===== src/rtl/spi_reg_arbiter.sv =====
// Register bank arbiter: fixed-priority SPI command path with a one-deep pending slot,
// and a level req/ack local port. All outputs are registered except busy.
module spi_reg_arbiter #(
    parameter int unsigned AW     = 8,
    parameter int unsigned DW     = 16,
    parameter int unsigned RD_LAT = 1
) (
    input  logic          clk,
    input  logic          rst,
    input  logic          spi_rd_req_i,
    input  logic          spi_wr_req_i,
    input  logic [AW-1:0] spi_addr_i,
    input  logic [DW-1:0] spi_wdata_i,
    output logic [DW-1:0] spi_rdata_o,
    output logic          spi_rvalid_o,
    output logic          spi_overrun_o,
    input  logic          loc_req_i,
    input  logic          loc_we_i,
    input  logic [AW-1:0] loc_addr_i,
    input  logic [DW-1:0] loc_wdata_i,
    output logic          loc_ack_o,
    output logic [DW-1:0] loc_rdata_o,
    output logic          bank_en_o,
    output logic          bank_we_o,
    output logic [AW-1:0] bank_addr_o,
    output logic [DW-1:0] bank_wdata_o,
    input  logic [DW-1:0] bank_rdata_i,
    output logic          busy_o
);

    typedef enum logic [2:0] {
        StIdle, StSpiAcc, StSpiWait, StLocAcc, StLocWait, StLocDone
    } state_e;

    localparam logic [1:0] CntLast = 2'(RD_LAT - 1);

    state_e        state_q, state_d;
    logic          slot_full_q, slot_full_d;
    logic          slot_we_q, slot_we_d;
    logic [AW-1:0] slot_addr_q, slot_addr_d;
    logic [DW-1:0] slot_wdata_q, slot_wdata_d;
    logic          bank_en_q, bank_en_d;
    logic          bank_we_q, bank_we_d;
    logic [AW-1:0] bank_addr_q, bank_addr_d;
    logic [DW-1:0] bank_wdata_q, bank_wdata_d;
    logic [1:0]    cnt_q, cnt_d;
    logic [DW-1:0] spi_rdata_q, spi_rdata_d;
    logic          spi_rvalid_q, spi_rvalid_d;
    logic          spi_overrun_q, spi_overrun_d;
    logic          loc_ack_q, loc_ack_d;
    logic [DW-1:0] loc_rdata_q, loc_rdata_d;
    logic          spi_pulse, slot_drain, spi_direct;

    assign spi_pulse = spi_rd_req_i ^ spi_wr_req_i;

    always_comb begin
        state_d       = state_q;
        slot_full_d   = slot_full_q;
        slot_we_d     = slot_we_q;
        slot_addr_d   = slot_addr_q;
        slot_wdata_d  = slot_wdata_q;
        bank_en_d     = 1'b0;
        bank_we_d     = bank_we_q;
        bank_addr_d   = bank_addr_q;
        bank_wdata_d  = bank_wdata_q;
        cnt_d         = cnt_q;
        spi_rdata_d   = spi_rdata_q;
        spi_rvalid_d  = 1'b0;
        spi_overrun_d = spi_rd_req_i & spi_wr_req_i;
        loc_ack_d     = 1'b0;
        loc_rdata_d   = loc_rdata_q;
        slot_drain    = 1'b0;
        spi_direct    = 1'b0;

        unique case (state_q)
            StIdle: begin
                if (slot_full_q) begin
                    bank_en_d    = 1'b1;
                    bank_we_d    = slot_we_q;
                    bank_addr_d  = slot_addr_q;
                    bank_wdata_d = slot_wdata_q;
                    slot_drain   = 1'b1;
                    state_d      = StSpiAcc;
                end else if (spi_pulse) begin
                    // Empty slot: the pulse bypasses it straight into the access.
                    bank_en_d    = 1'b1;
                    bank_we_d    = spi_wr_req_i;
                    bank_addr_d  = spi_addr_i;
                    bank_wdata_d = spi_wdata_i;
                    spi_direct   = 1'b1;
                    state_d      = StSpiAcc;
                end else if (loc_req_i && !loc_ack_q) begin
                    bank_en_d    = 1'b1;
                    bank_we_d    = loc_we_i;
                    bank_addr_d  = loc_addr_i;
                    bank_wdata_d = loc_wdata_i;
                    state_d      = StLocAcc;
                end
            end
            StSpiAcc: begin
                cnt_d   = 2'd0;
                state_d = bank_we_q ? StIdle : StSpiWait;
            end
            StSpiWait: begin
                if (cnt_q == CntLast) begin
                    spi_rdata_d  = bank_rdata_i;
                    spi_rvalid_d = 1'b1;
                    state_d      = StIdle;
                end else begin
                    cnt_d = cnt_q + 2'd1;
                end
            end
            StLocAcc: begin
                cnt_d = 2'd0;
                if (bank_we_q) begin
                    loc_ack_d = 1'b1;
                    state_d   = StLocDone;
                end else begin
                    state_d = StLocWait;
                end
            end
            StLocWait: begin
                if (cnt_q == CntLast) begin
                    loc_rdata_d = bank_rdata_i;
                    loc_ack_d   = 1'b1;
                    state_d     = StIdle;
                end else begin
                    cnt_d = cnt_q + 2'd1;
                end
            end
            StLocDone: state_d = StIdle;
            default:   state_d = StIdle;
        endcase

        if (slot_drain) begin
            slot_full_d = 1'b0;
        end
        // A slot being drained this cycle can accept the next pulse.
        if (spi_pulse && !spi_direct) begin
            if (slot_full_q && !slot_drain) begin
                spi_overrun_d = 1'b1;
            end else begin
                slot_full_d  = 1'b1;
                slot_we_d    = spi_wr_req_i;
                slot_addr_d  = spi_addr_i;
                slot_wdata_d = spi_wdata_i;
            end
        end
    end

    always_ff @(posedge clk) begin
        if (rst) begin
            state_q       <= StIdle;
            slot_full_q   <= 1'b0;
            slot_we_q     <= 1'b0;
            slot_addr_q   <= '0;
            slot_wdata_q  <= '0;
            bank_en_q     <= 1'b0;
            bank_we_q     <= 1'b0;
            bank_addr_q   <= '0;
            bank_wdata_q  <= '0;
            cnt_q         <= 2'd0;
            spi_rdata_q   <= '0;
            spi_rvalid_q  <= 1'b0;
            spi_overrun_q <= 1'b0;
            loc_ack_q     <= 1'b0;
            loc_rdata_q   <= '0;
        end else begin
            state_q       <= state_d;
            slot_full_q   <= slot_full_d;
            slot_we_q     <= slot_we_d;
            slot_addr_q   <= slot_addr_d;
            slot_wdata_q  <= slot_wdata_d;
            bank_en_q     <= bank_en_d;
            bank_we_q     <= bank_we_d;
            bank_addr_q   <= bank_addr_d;
            bank_wdata_q  <= bank_wdata_d;
            cnt_q         <= cnt_d;
            spi_rdata_q   <= spi_rdata_d;
            spi_rvalid_q  <= spi_rvalid_d;
            spi_overrun_q <= spi_overrun_d;
            loc_ack_q     <= loc_ack_d;
            loc_rdata_q   <= loc_rdata_d;
        end
    end

    assign spi_rdata_o   = spi_rdata_q;
    assign spi_rvalid_o  = spi_rvalid_q;
    assign spi_overrun_o = spi_overrun_q;
    assign loc_ack_o     = loc_ack_q;
    assign loc_rdata_o   = loc_rdata_q;
    assign bank_en_o     = bank_en_q;
    assign bank_we_o     = bank_we_q;
    assign bank_addr_o   = bank_addr_q;
    assign bank_wdata_o  = bank_wdata_q;
    assign busy_o        = (state_q != StIdle) || slot_full_q;

endmodule


===== config.mk =====
export PLATFORM = sky130hd
export DESIGN_NAME = spi_reg_arbiter
export DESIGN_NICKNAME = d
export VERILOG_FILES = /design/src/rtl/spi_reg_arbiter.sv
export SDC_FILE = /design/constraint.sdc
export NUM_CORES = 1
export LEC_CHECK = 0
export CORE_UTILIZATION = 46
export DETAILED_ROUTE_END_ITERATION = 6
export HOLD_SLACK_MARGIN = 0.02
export PLACE_DENSITY = 0.79
export SLEW_MARGIN = 10
export SYNTH_ARGS = -nofsm -noshare
export SYNTH_HDL_FRONTEND = slang
export SYNTH_SLANG_ARGS = --single-unit

===== constraint.sdc =====
create_clock -name clk -period 2.4 [get_ports clk]
set_input_delay 0.36 -clock clk [delete_from_list [all_inputs] [get_ports clk]]
set_output_delay 0.36 -clock clk [all_outputs]
set_load 0.05 [all_outputs]

==> flow_metrics.env <==
export IMPL_status="finished clean"
export IMPL_fillers=683
export IMPL_fin_ws_ns=0.109
export IMPL_grt_overflow=0
export IMPL_n_antenna_cell=0
export IMPL_maxSlewHeadroom_pct=64.9
export IMPL_synthAdderAreaFrac_pct=0.842
export IMPL_maxCapViolCount=0
export IMPL_worstPathRequired_ns=2.04
export IMPL_synth_area_mm2=0.00416
export IMPL_end_kind="output port"
export IMPL_critPathMaxFanout=14
export IMPL_vias=3626
export IMPL_drtPass1Iterations=5
export IMPL_syn_inst=455
export IMPL_fin_tns_setup_ns=0
export IMPL_p_leak_nw=2.09
export IMPL_crit_family="simple AND/OR/NAND/NOR gates"
export IMPL_dpl_worst_slack_ns=0.0803
export IMPL_coreArea_mm2=0.00872
export IMPL_rsz0062_at_grt="no"
export IMPL_area_growth_pct=41.1
export IMPL_fin_area_mm2=0.00587
export IMPL_wl_per_cell_um=15.1
export IMPL_grt_max_degree=77
export IMPL_io_buffer_count=131
export IMPL_route_met2_wl_um=4900
export IMPL_drv_slew=0
export IMPL_die_x_um=97.1
export IMPL_synth_seq_cells=92
export IMPL_wl_met1_um=4670
export IMPL_ys_seq_area_share_pct=44.3
export IMPL_async_flop_share_pct=0
export IMPL_final_cell_mix="141 x nand2_1, 130 x clkdlybuf4s50_1, 91 x dfxtp_1"
export IMPL_yosysWarnings=0
export IMPL_synth_cell_type_count=39
export IMPL_cts_resized=0
export IMPL_synth_mux_area_fraction_pct=18.8
export IMPL_io_pins=132
export IMPL_antenna_found_initial=0
export IMPL_synth_edf_count=0
export IMPL_cts_tree="done"
export IMPL_root_buffer="clkbuf_8"
export IMPL_rows=34
export IMPL_cp_startpoint="state_q[1]"
export IMPL_drive_gt1_share_pct=15.1
export IMPL_hpwl_um=7090
export IMPL_syn_avg_cell_area_um2=9.14
export IMPL_clk_pin_slew_ns=0.09
export IMPL_synth_top_family_by_area="multiplexers"
export IMPL_vdd_drop_max_v=0.000451
export IMPL_final_common_cell="nand2_1"
export IMPL_hold_buffers=0
export IMPL_crit_path_start_kind="flop"
export IMPL_criticalPathCategory="reg -> out"
export IMPL_skew_ns=0.0103
export IMPL_crit_buf_inv=1
export IMPL_min_delay_start="loc_rdata_o[1]"
export IMPL_nNetsFinal=644
export IMPL_drt_iter0_drc=111
export IMPL_synth_compound_area_share_pct=13.9
export IMPL_clock_latency_ns=0.35
export IMPL_setup_viol=0
export IMPL_floorplan_initialDensity_pct=47.7
export IMPL_synth_nets=527
export IMPL_synth_xor_area_share_pct=0.211
export IMPL_cp_cell_sequence="or3_1 -> or2_2 -> buf_4"
export IMPL_total_power_mw=5.29
export IMPL_drc=0
export IMPL_period_minus_slack_ns=2.29
export IMPL_p_per_area_mw_per_mm2=902
export IMPL_ys_flop_type="dfxtp_1"
export IMPL_cp_slowest_cell="or3_1"
export IMPL_cts_setup_buffers=0
export IMPL_met3WireLength_um=677
export IMPL_cts_num_sinks=92
export IMPL_maxUsedRoutingLayer="met4"
export IMPL_htreeDepth=3
export IMPL_via_per_inst=5.29
export IMPL_tightestPinTransition_ns=0.525
export IMPL_place_gp_congestion=0.775
export IMPL_die_h_um=97.1
export IMPL_hold_slack_ns=0.456
export IMPL_max_clock_path_buffers=2
export IMPL_yosys_area_share_simple_pct=16.7
export IMPL_cpPeakStageDelay_ns=0.59
export IMPL_routed_wl_um=10400
export IMPL_cp_arrival_ns=1.93
export IMPL_hold_viol_final=0
export IMPL_grt_pass1_vias=3696
export IMPL_dieArea_mm2=0.00943
export IMPL_timing_rr_start="state_q[1]"
export IMPL_period_share_pct=95.5
export IMPL_fmax_mhz=436
export IMPL_antenna_left=0
export IMPL_hold_class="reg -> reg"
export IMPL_cts_buffers=9
export IMPL_track_usage_pct=22.4
export IMPL_grt_pass1_wl_um=17300
export IMPL_placed_area_mm2=0.00560
==> worst reg2reg max path, delay by kind of cell (launching register included) <==
family,cells,cell delay [ns]
AOI/OAI and AO/OA,2,0.60
buffers and inverters,1,0.21
DFF,1,0.47
and+or+nand+nor,1,0.59
==> worst paths after layout <==
kind | slack (ns) | cells after the start | endpoint
setup / recovery | 0.11 | 3 | busy_o
hold / removal | 0.46 | 2 | loc_rdata_o[1]
setup reg to reg | 0.47 | 4 | bank_addr_o[4]
hold reg to reg | 0.46 | 2 | loc_rdata_o[1]
==> cells by family (layout without fill, tap and decap cells) <==
family,after synthesis,in the layout
simple gates,166,166
flops,92,92
mux,75,75
compound gates,74,74
buf+inv,44,166
fa+ha+maj,3,3
xor+xnor,1,1
==> flip-flops by register name, indices dropped and copies added, names as in the netlist, 2 cells and up <==
name and count:
bank_addr_o 8, spi_rdata_o 16, slot_wdata_q 16, bank_wdata_o 16, cnt_q 2, slot_addr_q 8, state_q 3, loc_rdata_o 16
==> final cells by class <==
cell class	instances	area [µm²]	share of cell area, %
Clock buffer	10	138	2.35
Clock inverter	6	134	2.28
Inverter	4	15.0	0.256
Multi-Input combinational cell	319	2120	36.1
Sequential cell	92	1840	31.4
Tap cell	108	135	2.30
Timing Repair Buffer	146	1480	25.3
==> layer usage <==
metal / up-vias / global-route usage, %
met5: - / 0
met3: 10 / 5.32
met4: 0 / 6.43
li1: 1778 / -
met1: 1708 / 28.2
met2: 130 / 38.0
==> per-stage QoR <==
step           utilization (%)  instances
2_1_floorplan                -        455
3_3_place_gp              64.2        669
3_5_place_dp              64.2        669
4_1_cts                   67.3        685
5_1_grt                   67.3        685
6_report                  67.3        685
==> cell usage after synthesis, types with 2 or more instances <==
master	count	area [µm²]
mux2_2	25	282
buf_6	5	56.3
nand2_1	141	529
o22ai_2	19	238
or2_2	2	12.5
nand2b_1	3	18.8
nor3_1	4	20.0
nor2_1	4	15.0
nand4bb_1	2	22.5
inv_1	4	15.0
mux2i_1	50	500
ha_1	2	25.0
buf_2	10	50.1
nor2b_1	3	18.8
clkbuf_1	23	86.3
nor4bb_1	2	20.0
dfxtp_1	92	1840
a21oi_1	38	190
o22ai_1	6	37.5
==> report_power, final <==
| part | internal [mW] | switching [mW] |
|---|---|---|
| sequential | 1.75 | 0.148 |
| combinational | 0.827 | 1.19 |
| clock | 0.828 | 0.543 |
(Power assumes the default switching activity.)
